### src/rtl/sdpb_sim.sv
// Simple-dual-port RAM with independent port widths: port A writes, port B reads.
// Both ports view one flat bit array; narrow lanes map little-endian into wide words.
module sdpb_sim #(
   parameter int ADDRESS_DEPTH_A = 8,
   parameter int DATA_WIDTH_A    = 32,
   parameter int ADDRESS_DEPTH_B = 16,
   parameter int DATA_WIDTH_B    = 16,
   parameter int READ_MODE       = 0,
   localparam int AW_A = $clog2(ADDRESS_DEPTH_A),
   localparam int AW_B = $clog2(ADDRESS_DEPTH_B)
) (
   input  logic                    clk,
   input  logic                    reset_n,
   input  logic                    cea,
   input  logic [AW_A-1:0]         ada,
   input  logic [DATA_WIDTH_A-1:0] din,
   input  logic                    ceb,
   input  logic                    oce,
   input  logic [AW_B-1:0]         adb,
   output logic [DATA_WIDTH_B-1:0] dout
);

   localparam int TOTAL = ADDRESS_DEPTH_A * DATA_WIDTH_A;
   localparam int NW    = (DATA_WIDTH_A < DATA_WIDTH_B) ? DATA_WIDTH_A : DATA_WIDTH_B;
   localparam int RA    = DATA_WIDTH_A / NW;
   localparam int RB    = DATA_WIDTH_B / NW;
   localparam int RATIO = RA * RB;
   localparam int ND    = TOTAL / NW;
   localparam int IW    = (ND > 1) ? $clog2(ND) : 1;
   localparam int LRA   = $clog2(RA);
   localparam int LRB   = $clog2(RB);

   generate
      if ((TOTAL != ADDRESS_DEPTH_B * DATA_WIDTH_B) ||
          ((DATA_WIDTH_A > DATA_WIDTH_B ? DATA_WIDTH_A % DATA_WIDTH_B
                                        : DATA_WIDTH_B % DATA_WIDTH_A) != 0) ||
          ((RATIO & (RATIO - 1)) != 0)) begin : g_bad_cfg
         $fatal(1, "sdpb_sim: port sizes must match and width ratio must be a power of two");
      end
   endgenerate

   // Storage is held as narrow lanes; a wide access touches RA (or RB) adjacent lanes.
   logic [NW-1:0]           mem [2**IW];
   logic [IW-1:0]           wr_base;
   logic [IW-1:0]           rd_base;
   logic                    wr_ok;
   logic                    rd_ok;
   logic [DATA_WIDTH_B-1:0] rd_word;

   assign wr_base = IW'(ada) << LRA;
   assign rd_base = IW'(adb) << LRB;
   assign wr_ok   = ({1'b0, ada} < (AW_A + 1)'(ADDRESS_DEPTH_A));
   assign rd_ok   = ({1'b0, adb} < (AW_B + 1)'(ADDRESS_DEPTH_B));

   always_ff @(posedge clk) begin
      if (reset_n && cea && wr_ok) begin
         for (int l = 0; l < RA; l++) begin
            mem[wr_base | IW'(l)] <= din[l*NW +: NW];
         end
      end
   end

   genvar gi;
   generate
      for (gi = 0; gi < RB; gi++) begin : g_rd_lane
         assign rd_word[gi*NW +: NW] = rd_ok ? mem[rd_base | IW'(gi)] : '0;
      end
   endgenerate

   // Reads sample the array before this edge's write lands, giving read-before-write.
   generate
      if (READ_MODE == 1) begin : g_pipe
         logic [DATA_WIDTH_B-1:0] rd_latch_reg;

         always_ff @(posedge clk) begin
            if (!reset_n) begin
               rd_latch_reg <= '0;
               dout         <= '0;
            end else begin
               if (ceb) rd_latch_reg <= rd_word;
               if (oce) dout         <= rd_latch_reg;
            end
         end
      end else begin : g_bypass
         logic oce_unused;
         assign oce_unused = oce;

         always_ff @(posedge clk) begin
            if (!reset_n) begin
               dout <= '0;
            end else if (ceb) begin
               dout <= rd_word;
            end
         end
      end
   endgenerate

endmodule

### config.mk
export PLATFORM = sky130hd
export DESIGN_NAME = sdpb_sim
export DESIGN_NICKNAME = d
export VERILOG_FILES = /design/src/rtl/sdpb_sim.sv
export SDC_FILE = /design/constraint.sdc
export NUM_CORES = 1
export LEC_CHECK = 0
export CORE_MARGIN = 2
export CORE_UTILIZATION = 64
export DETAILED_ROUTE_END_ITERATION = 12
export GPL_TIMING_DRIVEN = 0
export PLACE_DENSITY_LB_ADDON = 0.3
export SETUP_SLACK_MARGIN = 0.02
export SLEW_MARGIN = 15
export SYNTH_ARGS = -nofsm -noshare
export SYNTH_HDL_FRONTEND = slang
export SYNTH_SLANG_ARGS = --single-unit
### constraint.sdc
create_clock -name clk -period 5 [get_ports clk]
set_input_delay 0.5 -clock clk [delete_from_list [all_inputs] [get_ports clk]]
set_output_delay 0.5 -clock clk [all_outputs]
set_load 0.1 [all_outputs]
# [Yosys cells after proc, flatten, opt, wreduce, memory -nomap -nowiden]
# Memories as Yosys holds them, arrays and structs flattened. A register that Yosys moved wholly into a read port is not among the register bits.
# Index checks and enable logic that the tools add are counted.
[totals] word_cells=5 reg_bits=0 rom_bits=0 ram_bits=256 memories=1 output_inout_bits=16 input_bits=44 latch_bits=0
[mem_list] memory="mem" words=16 width=16 read_ports=1 rd_ports_with_merged_regs=1 wr=2 line_no="43" text="logic [NW-1:0] mem [2**IW];"
[classes] reduce_logical=2 muxes=2 order_cmp=0 n_eq_ne=0 n_shift=0 n_bitwise=0 div_mod_pow=0 addsub=0 n_mul=0
[ops] op="$mux 1" count=2
[ops] op="$logic_and 1x1->1" count=1
[ops] op="$logic_not 1->1" count=1

# [Logic depth before layout (Yosys ltp)]
# Gate-level depths: netlist of the first run.
[logic_depth] word_depth=3 mapped_depth=6 mapped_depth_nobuf=4

# [Worst setup path after synthesis of the first run]
# Ideal clock, no wire load.
[synth_path] path_type="input-to-reg" from="in ada[0]" to="mem mem[0][0] (netlist bit) (enable)" cell_stages=2 arrival_time_ps=2918 setup_slack_ps=1621 path_buffers=0 setup_time_ps=461 required_time_ps=4539 cell_sequence="nand3b_1 nor3_1"
[synth_rtl] element="start, declared" line_no="15" text="input logic [AW_A-1:0] ada,"
[synth_rtl] element="end, declared" line_no="43"

# [Worst setup path in the final report of the first run]
[layout_path] from="reg dout[8] (read register of mem)" to="out dout[8]"
[layout_rtl] element="start, declared" line_no="20" text="output logic [DATA_WIDTH_B-1:0] dout"
# No word-level cell between the ends.

==> qor.csv, run 1 <==
stage;metric;value;unit
finish;FF/Latch Area;8010;sq um
finish;footprint of the multi-input gates;2240;sq um
cts;Setup Fix Bufs, Post-CTS;0;
route;metal3 WL;1770;um
finish;# diodes;0;
sta;Final setup violation count;0;
synthesis;post-synthesis compound-gate area fraction;4.20;%
pwr;worst vdd ir;0.000318;V
route;Via density;6.33;
job;Max-cap violations;0;
global_routing;GR Util All Layers;27.3;%
worst_setup_path;CP top delay family;buffers and inverters;
synthesis;Mapped Area;10500;sq um
synthesis;syn nets;642;
cts;clk slew on worst S/H paths;0.06;ns
sta;Final Hold Vio Count;0;
global_routing;first-pass GRT wire length;35200;um
pwr;P_leak;0.00442;uW
synthesis;register area share after synthesis;76.3;%
worst_setup_path;CP arrival;2.06;ns
synthesis;post-synthesis xor/xnor area fraction;0;%
worst_setup_path;crit-path cells;clkdlybuf4s50_1;
route;First DRT Iteration DRCs;768;
cts;worst-skew pair later-pin latency;0.52;ns
route;Detail Route Antenna Nets;0;
placed_design;hpwl dp;14300;um
floorplan;Row Count;46;
route;DR WL/cell;25.3;um
outcome;status;complete, no violations;
synthesis;Yosys cell types;21;
route;top sig layer;met4;
cts;Post-CTS Hold Buffers;0;
hold_path;Hold Crit Class;flop to flop;
worst_setup_path;CP required;4.50;ns
sta;clk_skew;0.00852;ns
worst_setup_path;max incr delay on CP;1.15;ns
synthesis;#FFs+latches synth;272;
global_routing;vias in the first global route;6150;
route;M1 WL;8740;um
synthesis;mux share of post-synthesis cell area;12.2;%
finish;# fillers;838;
pwr;pwr dens;399;nW/um^2
worst_setup_path;Crit-path slowest cell;clkdlybuf4s50_1;
synthesis;Post-Synth Adder-Cell Area;0;%
finish;nets@finish;739;
cts;H-tree Lvls;1;
global_routing;largest net degree at the start of global routing;26;
cts;clock sinks;272;
sta;min Tclk post-route;2.56;ns
sta;RSZ-0062 raised after global routing;no;
sta;final worst-path cycle share;51.2;%
route;met2 wire len;12100;um
worst_setup_path;critical-path maximum fanout;2;
sta;fmax;0.391;GHz
placed_design;input/output buffers;57;
sta;Worst Tran Pin Value;0.982;ns
cts;root buffer cell;clkbuf_16;
cts;number of CTS-inserted buffers;26;
cts;CTS tree;yes;
placed_design;gp weighted congestion;0.807;
cts;Max Root-Sink Buffers;3;
floorplan;Die W;132;um
cts;Post-CTS Resized;0;
synthesis;main combinational cell family by area after synthesis;multiplexers;
worst_setup_path;crit path capture type;output pin;
floorplan;Initial Utilization;65.8;%
route;routed vias;5889;
sta;Max Slew Vio Count;0;
worst_setup_path;CP Class;flop to output pin;
synthesis;yosys synthesis warning count;0;
global_routing;gr ovfl total;0;
route;# DRC;0;
worst_setup_path;Worst Path Buf+Inv;1;
route;First-pass DRT Iterations;6;
synthesis;Post-Synth Simple-Gate Area;4.44;%
synthesis;Post-Syn Instances;598;
global_routing;initial antenna violation count;0;
floorplan;DIE AREA;17400;sq um
synthesis;Syn Area/Cell;17.5;sq um
floorplan;num ports;60;
finish;area grow syn2layout;19.1;%
route;Total Wirelength;23500;um
floorplan;Die Y;132;um
pwr;Pwr Total;4990;uW
floorplan;CORE AREA;15900;sq um
worst_setup_path;critical path launch point type;flop;
sta;setup TNS;0;ns
finish;layout cells sized above 1;12.3;%
sta;Slew headroom;34.3;%
-- state kept, by name, indices dropped and copies added (netlist names) --
signal / count
dout: 16
mem: 256
-- Yosys cell counts --
cell	instances	share of area (%)
edfxtp_1	256	73
mux2i_1	128	12
nand3_1	50	2.4
a22oi_1	48	3.4
nand2_1	34	1.2
a21oi_1	16	0.76
dfxtp_1	16	3.1
buf_2	9	0.43
clkbuf_1	9	0.32
nor2_1	7	0.25
buf_12	5	0.95
buf_6	4	0.43
buf_8	4	0.57
nor2b_1	3	0.18
nand2b_1	2	0.12
nor3_1	2	0.095
and2_1	1	0.060
buf_4	1	0.072
clkbuf_2	1	0.048
nand3b_1	1	0.072
nor2_2	1	0.060
-- area by class of cell --
class                      count  share of cell area (%)
tap                          216                    2.16
clock buffer                  39                    6.33
buffer                        33                    2.37
timing repair buffer          69                    6.10
multi-input combinational    293                    17.9
sequential                   272                    64.1
clock inverter                 9                   0.982
-- power breakdown --
group | switching, uW | leakage (uW) | internal, uW
clock network | 794 | 0.000451 | 1250
logic | 253 | 0.00152 | 129
registers | 18.4 | 0.00245 | 2550
total | 1070 | 0.00442 | 3920
-- stage by stage --
step                      area [sq um]  setup slack (ns)  cells  utilization, %  hold slack [ns]
after floorplan                  10500              1.62    598               -            0.559
final                            12500              2.44    931            78.4            0.463
after global placement           11300            -0.594    871            71.1            0.441
after detailed placement         11600              2.11    883            72.6            0.453
after CTS                        12500              2.43    931            78.4            0.471
after global routing             12500              2.42    931            78.4            0.482
-- cell families (layout without fill, tap and decap cells) --
| group | count (synthesis) | in the layout |
|---|---|---|
| DFF | 272 | 272 |
| muxes | 128 | 128 |
| and+or+nand+nor | 101 | 101 |
| AOI/OAI and AO/OA | 64 | 64 |
| buffers and inverters | 33 | 150 |
-- worst paths after layout --
path,from,to,slack (ns),cells past startpoint
worst min register to register,dout[3]$_SDFFE_PN0P_,dout[3]$_SDFFE_PN0P_,0.46,2
worst max-delay path,dout[8]$_SDFFE_PN0P_,dout[8],2.44,1
worst max register to register,mem[12][1]$_DFFE_PP_,dout[1]$_SDFFE_PN0P_,3.94,4
worst min-delay path,dout[3]$_SDFFE_PN0P_,dout[3]$_SDFFE_PN0P_,0.46,2
-- routing by layer --
metal	GRT usage (%)	up-vias
li1	-	2546
met1	35.1	2908
met2	46.9	356
met3	4.19	79
met4	11.7	0
met5	0	-
-- cells in the final DEF, fill, tap and decap left out, drive strengths merged --
cell type and instances:
nand2b 2, a21oi 16, clkinv 5, clkdlybuf4s50 57, mux2i 128, nand3b 1
a22oi 48, and2 1, nor2b 3, edfxtp 256, nand3 50, clkbuf 49
bufinv 3, dfxtp 16, clkinvlp 1, nand2 34, nor3 2, buf 35
nor2 8
(Power assumes the default switching activity.)
==> inputs of run 2 (changes only) <==
--- a/config.mk
+++ b/config.mk
@@ -6,7 +6,7 @@
 export NUM_CORES = 1
 export LEC_CHECK = 0
 export CORE_MARGIN = 2
-export CORE_UTILIZATION = 64
+export CORE_UTILIZATION = 59
 export DETAILED_ROUTE_END_ITERATION = 12
 export GPL_TIMING_DRIVEN = 0
 export PLACE_DENSITY_LB_ADDON = 0.3
==> constraint.sdc (replaced) <==
create_clock -name clk -period 2.6 [get_ports clk]
set_input_delay 0.26 -clock clk [delete_from_list [all_inputs] [get_ports clk]]
set_output_delay 0.26 -clock clk [all_outputs]
set_load 0.1 [all_outputs]
==> run 2 against run 1 <==
  * Global-route usage shrank 0.80 points
  * Sequential share of layout area rose by 0.37 points
  * Total power grew 84%
  * Routed wire length is 3.5% higher
  * Design area fell by 0.57%
  * Worst hold slack got worse by 0.089 ns
  * Clock-buffer cell count decreased by 3
  * Critical path depth unchanged
  * Register-to-register slack got worse by 2.4 ns
  * Critical path type unchanged
  * Critical endpoint is now dout[0]
  * Largest cell class unchanged
  * Highest routed layer unchanged
==> qor.csv, run 2 (synthesis gave the netlist of run 1 again) <==
stage;metric;value;unit
finish;nets@finish;737;
sta;Final Hold Vio Count;0;
global_routing;GR Util All Layers;26.5;%
global_routing;gr ovfl total;0;
placed_design;input/output buffers;57;
worst_setup_path;critical-path maximum fanout;2;
finish;layout cells sized above 1;11.0;%
finish;Final Cell Area;12400;sq um
finish;FF/Latch Area;8010;sq um
cts;CTS tree;yes;
sta;fmax;0.435;GHz
worst_setup_path;CP arrival;2.04;ns
route;Total Wirelength;24300;um
worst_setup_path;max incr delay on CP;1.15;ns
worst_setup_path;Worst Path Buf+Inv;1;
finish;area grow syn2layout;18.4;%
finish;# diodes;0;
pwr;P_leak;0.00437;uW
cts;worst-skew pair later-pin latency;0.52;ns
worst_setup_path;critical path launch point type;flop;
sta;Final setup violation count;0;
cts;clock sinks;272;
finish;# fillers;1045;
route;First DRT Iteration DRCs;635;
outcome;status;complete, no violations;
sta;Max Slew Vio Count;0;
cts;clk slew on worst S/H paths;0.06;ns
sta;Slew headroom;34.3;%
global_routing;first-pass GRT wire length;35500;um
placed_design;hpwl dp;14500;um
cts;Setup Fix Bufs, Post-CTS;0;
floorplan;Die W;137;um
hold_path;Hold Crit Class;input pin to flop;
placed_design;pre-CTS setup slack;0.135;ns
floorplan;CORE AREA;17400;sq um
job;Max-cap violations;0;
sta;final worst-path cycle share;88.5;%
placed_design;dpl cells;890;
worst_setup_path;crit-path cells;clkdlybuf4s50_1;
cts;Post-CTS Hold Buffers;0;
route;Via density;6.27;
placed_design;instance area at placement;11600;sq um
finish;largest reg by FF count;mem;
global_routing;largest net degree at the start of global routing;25;
cts;Max Root-Sink Buffers;3;
sta;RSZ-0062 raised after global routing;no;
worst_setup_path;Crit-path slowest cell;clkdlybuf4s50_1;
sta;Worst Tran Pin Value;0.983;ns
floorplan;Row Count;48;
finish;top flop regs;mem (256), dout (16);
floorplan;DIE AREA;18900;sq um
finish;footprint of the multi-input gates;2250;sq um
worst_setup_path;crit path capture type;output pin;
route;First-pass DRT Iterations;5;
global_routing;vias in the first global route;5920;
placed_design;gp weighted congestion;0.764;
cts;root buffer cell;clkbuf_16;
finish;post-route insts no fill;937;
sta;clk_skew;0.0100;ns
pwr;pwr dens;737;nW/um^2
floorplan;Die Y;137;um
global_routing;initial antenna violation count;0;
route;Detail Route Antenna Nets;0;
route;routed vias;5879;
cts;number of CTS-inserted buffers;26;
worst_setup_path;R2R Setup Slk;1.57;ns
sta;Final WS setup;0.300;ns
route;DR WL/cell;26.0;um
floorplan;num ports;60;
route;# DRC;0;
finish;Largest register FFs;256;
worst_setup_path;CP top delay family;buffers and inverters;
cts;H-tree Lvls;1;
finish;most frequent cells in the layout;edfxtp_1, mux2i_1, clkdlybuf4s50_1;
worst_setup_path;CP Class;flop to output pin;
sta;min Tclk post-route;2.30;ns
pwr;Pwr Total;9160;uW
pwr;worst vdd ir;0.000525;V
worst_setup_path;CP required;2.34;ns
floorplan;Initial Utilization;60.4;%
finish;most common cell after layout, fill and taps aside;edfxtp_1;
cts;Post-CTS Resized;0;
## run 2: changes by cell type in the layout (fill, tap and decap cells not counted), moves of 2 or more
cell,change
buf_4,-5
bufinv_16,-3
buf_8,+3
clkbuf_8,-4
clkinv_1,+6
nor3_4,+2
nor3_2,-2
buf_16,+2
## run 2: cell type report
| class | instances | area share [%] |
|---|---|---|
| Tap cell | 225 | 2.27 |
| Clock inverter | 11 | 0.383 |
| Multi-Input combinational cell | 293 | 18.2 |
| Buffer | 33 | 2.39 |
| Clock buffer | 36 | 5.95 |
| Sequential cell | 272 | 64.5 |
| Timing Repair Buffer | 67 | 6.39 |
## run 2: layer usage
layer | track usage [%] | wire length [um] | up-vias
li1 | - | - | 2545
met1 | 35.9 | 9460 | 2946
met2 | 44.1 | 12100 | 332
met3 | 4.42 | 2050 | 56
met4 | 9.22 | 714 | 0
met5 | 0 | 0 | -
## run 2: metrics by stage
step	hold slack [ns]	utilization (%)	setup TNS [ns]
global placement	0.437	65.4	-307.71
floorplan	0.359	-	0
finish	0.374	71.6	0
detailed placement	0.447	67.0	0
CTS	0.351	71.6	0
global route	0.389	71.6	0
## run 2: worst paths after layout
check                                           start               endpoint  depth (start not counted)
worst max-delay path             dout[0]$_SDFFE_PN0P_                dout[0]                          1
worst min-delay path                           adb[2]   dout[0]$_SDFFE_PN0P_                          5
worst max register to register    mem[5][6]$_DFFE_PP_   dout[6]$_SDFFE_PN0P_                          4
worst min register to register  dout[10]$_SDFFE_PN0P_  dout[10]$_SDFFE_PN0P_                          2
## run 2: power breakdown
group,switching (uW),internal (uW)
registers,34.5,4890
clock network,1510,1970
logic,497,251
total,2040,7120
==> RTL edit 1 (flow settings as in run 2) <==
Change the parameter `READ_MODE` from 0 to 1.
--- a/src/rtl/sdpb_sim.sv
+++ b/src/rtl/sdpb_sim.sv
@@ -5,7 +5,7 @@
    parameter int DATA_WIDTH_A    = 32,
    parameter int ADDRESS_DEPTH_B = 16,
    parameter int DATA_WIDTH_B    = 16,
-   parameter int READ_MODE       = 0,
+   parameter int READ_MODE       = 1,
    localparam int AW_A = $clog2(ADDRESS_DEPTH_A),
    localparam int AW_B = $clog2(ADDRESS_DEPTH_B)
 ) (
Behaviour: not the same (Yosys sat finds a counterexample within 4 cycles, from zero or initial values and one cycle with reset_n low).
==> RTL edit 1 against run 2 <==
Via count grew 5.5%. Die area grew 5.6%. Sequential cell count grew 16. Wire length grew 0.39%. Global-route usage shrank 1.6 points. Area after synthesis grew 5.8%. Total power grew 5.7%. First-iteration DRC count shrank 9.4%. Setup slack lost 0.052 ns. Final area grew 5.6%. Final cell count grew 6.5%. Largest power group unchanged.
==> RTL edit 1: results (changes against run 2) <==
worst-path fanout max=2 (unchanged); Mapped Nets=694 (was 642); reg-to-reg slack, setup=1.55 ns (was 1.57 ns); largest net degree at the start of global routing=21 (was 25); synth cell count leaders=edfxtp_1 (256), mux2i_1 (144), nand3_1 (50) (was edfxtp_1 (256), mux2i_1 (128), nand3_1 (50)); post-synthesis mux area share=0.130 (was 0.122); First-pass DRT Iterations=7 (was 5); share of post-route cells with drive strength above 1=0.109 (was 0.110); Cells after DPL=951 (was 890); DR vias/cell=6.21 (was 6.27); R2R Path End=g_pipe.rd_latch_reg[9] (was dout[6]); post-DP HPWL=15700 microns (was 14500 microns); TritonCTS Buffers=27 (was 26); status=completed (unchanged); WL/cell=24.5 microns (was 26.0 microns); DRT iter0 DRCs=575 (was 635); Diodes inserted=0 (unchanged); Critical path origin=dout[12] (was dout[0]); post-synthesis sequential area ratio=0.750 (was 0.763); Lkg Pwr=4.65 nW (was 4.37 nW); clock skew=0.00791 ns (was 0.0100 ns); Cells after Synth=650 (was 598); global-route wire length before repair=36500 microns (was 35500 microns); fraction of power spent switching nets=0.210 (was 0.223); GP Congestion=0.835 (was 0.764); Cell variety after synth=19 (was 21); final wirelength=24400 microns (was 24300 microns); layout net count=790 (was 737); vias in the first global route=6263 (was 5920); crit path to=dout[12] (was dout[0]); top cells by area, synth=edfxtp_1 (69%), mux2i_1 (13%), dfxtp_1 (5.8%) (was edfxtp_1 (73%), mux2i_1 (12%), a22oi_1 (3.4%)); Total GRT Usage=0.249 (was 0.265); Worst-Margin Slew=1.01 ns (was 0.983 ns); FF-to-FF Start=mem[6][9] (was mem[5][6]); Synth Area in Compound Gates=0.0397 (was 0.0420)
==> RTL edit 1: changes by cell type in the layout (fill, tap and decap cells not counted), moves of 2 or more <==
cell / delta
clkbuf_8: +2
mux2i_1: +16
nor2b_1: +16
buf_2: +3
clkinv_1: -6
bufinv_16: +2
dfxtp_1: +16
clkbuf_1: +5
buf_12: -2
clkinv_2: -2
==> RTL edit 1: cell type report <==
cell class / count / area [sq um]
Buffer: 37 / 318
Clock inverter: 6 / 82.6
Multi-Input combinational cell: 325 / 2520
Timing Repair Buffer: 67 / 796
Clock buffer: 41 / 778
Fill cell: 1154 / 5470
Sequential cell: 288 / 8330
Tap cell: 234 / 293
==> RTL edit 1: cell families after synthesis <==
kind of cell / count (synthesis)
AOI/OAI and AO/OA: 64
buffers and inverters: 37
DFF: 288
muxes: 144
and+or+nand+nor: 117
==> RTL edit 1: power groups by stage <==
stage | Sequential, W | Combinational [W] | Clock, W
5_1_grt | 0.00520 | 0.000713 | 0.00403
3_5_place_dp | 0.00529 | 0.000670 | 0
2_1_floorplan | 0.00536 | 0.000310 | 0
4_1_cts | 0.00519 | 0.000673 | 0.00385
6_report | 0.00519 | 0.000677 | 0.00381
3_3_place_gp | 0.00529 | 0.000628 | 0
==> RTL edit 1: layer usage <==
| metal | vias to the layer above | wire (microns) | GRT usage |
|---|---|---|---|
| met5 | - | 0 | 0 |
| met4 | 0 | 726 | 0.0889 |
| met3 | 59 | 2120 | 0.0411 |
| met2 | 328 | 12000 | 0.416 |
| met1 | 3098 | 9570 | 0.336 |
| li1 | 2715 | - | - |
==> RTL edit 1: worst min path at each step <==
stage / startpoint / endpoint / slack [ns] / cells past startpoint
floorplan: din[0] / mem[0][0] / 0.36 / 0
global placement: g_pipe.rd_latch_reg[2] / g_pipe.rd_latch_reg[2] / 0.44 / 2
detailed placement: g_pipe.rd_latch_reg[9] / g_pipe.rd_latch_reg[9] / 0.46 / 2
CTS: oce / dout[4] / 0.17 / 3
global route: oce / dout[4] / 0.18 / 3
finish: oce / dout[2] / 0.18 / 3
==> RTL edit 1: stage by stage <==
step / utilization / area (sq um) / hold WS [ns] / setup slack (ns) / setup TNS, ns
4_1_cts: 0.706 / 13100 / 0.171 / 0.247 / 0
6_report: 0.706 / 13100 / 0.185 / 0.248 / 0
3_3_place_gp: 0.644 / 12000 / 0.437 / -1.56 / -359.17
2_1_floorplan: - / 11100 / 0.359 / 0.229 / 0
5_1_grt: 0.706 / 13100 / 0.184 / 0.230 / 0
3_5_place_dp: 0.660 / 12300 / 0.455 / -0.0989 / -3.37
==> RTL edit 2 (flow settings as in run 2) <==
Without the edit above. Put one more register stage on the output `dout`, without a reset. The value now appears one clock later.
--- a/src/rtl/sdpb_sim.sv
+++ b/src/rtl/sdpb_sim.sv
@@ -29,6 +29,8 @@
    localparam int IW    = (ND > 1) ? $clog2(ND) : 1;
    localparam int LRA   = $clog2(RA);
    localparam int LRB   = $clog2(RB);
+
+   logic [DATA_WIDTH_B-1:0] dout_s0;
 
    generate
       if ((TOTAL != ADDRESS_DEPTH_B * DATA_WIDTH_B) ||
@@ -75,10 +77,10 @@
          always_ff @(posedge clk) begin
             if (!reset_n) begin
                rd_latch_reg <= '0;
-               dout         <= '0;
+               dout_s0      <= '0;
             end else begin
                if (ceb) rd_latch_reg <= rd_word;
-               if (oce) dout         <= rd_latch_reg;
+               if (oce) dout_s0      <= rd_latch_reg;
             end
          end
       end else begin : g_bypass
@@ -87,13 +89,17 @@
 
          always_ff @(posedge clk) begin
             if (!reset_n) begin
-               dout <= '0;
+               dout_s0 <= '0;
             end else if (ceb) begin
-               dout <= rd_word;
+               dout_s0 <= rd_word;
             end
          end
       end
    endgenerate
 
+   always_ff @(posedge clk) begin
+      dout <= dout_s0;
+   end
+
 endmodule
 
Behaviour: not the same (a bounded check fails within 4 cycles, from zero or initial values and one cycle with reset_n low).
==> RTL edit 2 against run 2 <==
Maximum frequency is 2.3% higher. Sequential share of layout area hardly changed. Wire length is 0.21% lower. Clock power is 22% higher. Count of clock-buffer cells in the layout is 9 higher. Setup slack better by 0.051 ns. Critical path type is now input port to flop. Final cell count is 2.7% higher. Area after synthesis is 3.1% higher. Sequential cell count is 16 higher. Total power is 11% higher. Final area is 4.0% higher. Combinational power is 0.9% lower.
==> RTL edit 2: results (changes against run 2) <==
Worst Hold Path Cells=0 (was 5); vias in the first global route=6129 (was 5920); Slew HR=0.347 (was 0.343); Hold Crit Class=flop to flop (was input port to flop); layout net count=755 (was 737); clk slew on worst S/H paths=0.06 ns (about the same); largest net degree at the start of global routing=24 (was 25); R2R Path End=dout_s0[13] (was dout[6]); critical path's largest stage delay=0.82 ns (was 1.15 ns); synth cell count leaders=edfxtp_1 (256), mux2i_1 (128), nand3_1 (50) (unchanged); clock skew=0.0137 ns (was 0.0100 ns); Peak VDD IR=0.578 mV (was 0.525 mV); area share of the largest cell type after synthesis=0.711 (was 0.733); met1 GRT Util=0.344 (was 0.359); post-DP HPWL=14700 microns (was 14500 microns); drt drc=0 (unchanged); worst slack at placement=-0.116 ns (was 0.135 ns); Crit-path slowest cell=nor3_4 (was clkdlybuf4s50_1); WHS=0.353 ns (was 0.374 ns); GP Congestion=0.795 (was 0.764); Cell variety after synth=21 (unchanged); crit path to=mem[3][9] (was dout[0]); GR Util met2=0.417 (was 0.441); final worst slack=0.351 ns (was 0.300 ns); DRT iter0 DRCs=764 (was 635); global-route wire length before repair=36500 microns (was 35500 microns); Cells after DPL=910 (was 890); final wirelength=24300 microns (about the same); crit path DAT=2.48 ns (was 2.04 ns); post-synthesis sequential area ratio=0.770 (was 0.763); worst r2r path cells=4 (unchanged); Mapped Nets=658 (was 642); Synth async-reset ratio=0 (unchanged); Lkg Pwr=4.58 nW (was 4.37 nW); share of post-route cells with drive strength above 1=0.119 (was 0.110); Diodes inserted=0 (unchanged); Hold EP=dout[6] (was dout[0]); cts repair resizes=0 (unchanged); FF-to-FF Start=mem[5][13] (was mem[5][6]); TritonCTS Buffers=28 (was 26); DR vias/cell=6.24 (was 6.27); status=completed (unchanged); min-delay src=dout_s0[6] (was adb[2]); met3 GRT Util=0.0423 (was 0.0442); Largest delay share family, worst path=simple AND/OR/NAND/NOR gates (was buffers and inverters); reg-to-reg slack, setup=1.56 ns; vias post-DR=6007 (was 5879); Mean Syn Cell Area=17.6 sq um (was 17.5 sq um); Critical path origin=reset_n (was dout[0]); yosys warns=0 (unchanged); Total GRT Usage=0.250 (was 0.265); top flop regs=mem (256), dout (16), dout_s0 (16) (was mem (256), dout (16)); top cells by area, synth=edfxtp_1 (71%), mux2i_1 (12%), dfxtp_1 (5.9%) (was edfxtp_1 (73%), mux2i_1 (12%), a22oi_1 (3.4%)); placed inst area=11900 sq um (was 11600 sq um); worst-path fanout max=13 (was 2)
## RTL edit 2: cell count changes after synthesis
| cell | before | now |
|---|---|---|
| dfxtp_1 | 16 | 32 |
## RTL edit 2: cells by family (layout without fill, tap and decap cells)
family,count (synthesis),in the layout,share of synthesized area
AOI/OAI and AO/OA,64,64,0.0407
buffers and inverters,33,152,0.0274
DFF,288,288,0.770
muxes,128,128,0.119
and+or+nand+nor,101,101,0.0431
## RTL edit 2: cell type report
type / count / area [sq um]
tap: 229 / 287
sequential: 288 / 8330
fill: 1055 / 5040
multi-input combinational: 293 / 2250
clock inverter: 7 / 113
timing repair buffer: 67 / 766
buffer: 33 / 297
clock buffer: 45 / 877
## RTL edit 2: per-layer routing
layer	wire (microns)	vias to the layer above
met5	0	-
met4	615	0
met3	2190	54
met2	12000	343
met1	9490	3005
li1	-	2605
## RTL edit 2: power by group
part,switching (W),internal [W],leakage (nW)
Combinational,0.000492,0.000249,1.52
Clock,0.00163,0.00260,0.484
Sequential,0.0000393,0.00516,2.58
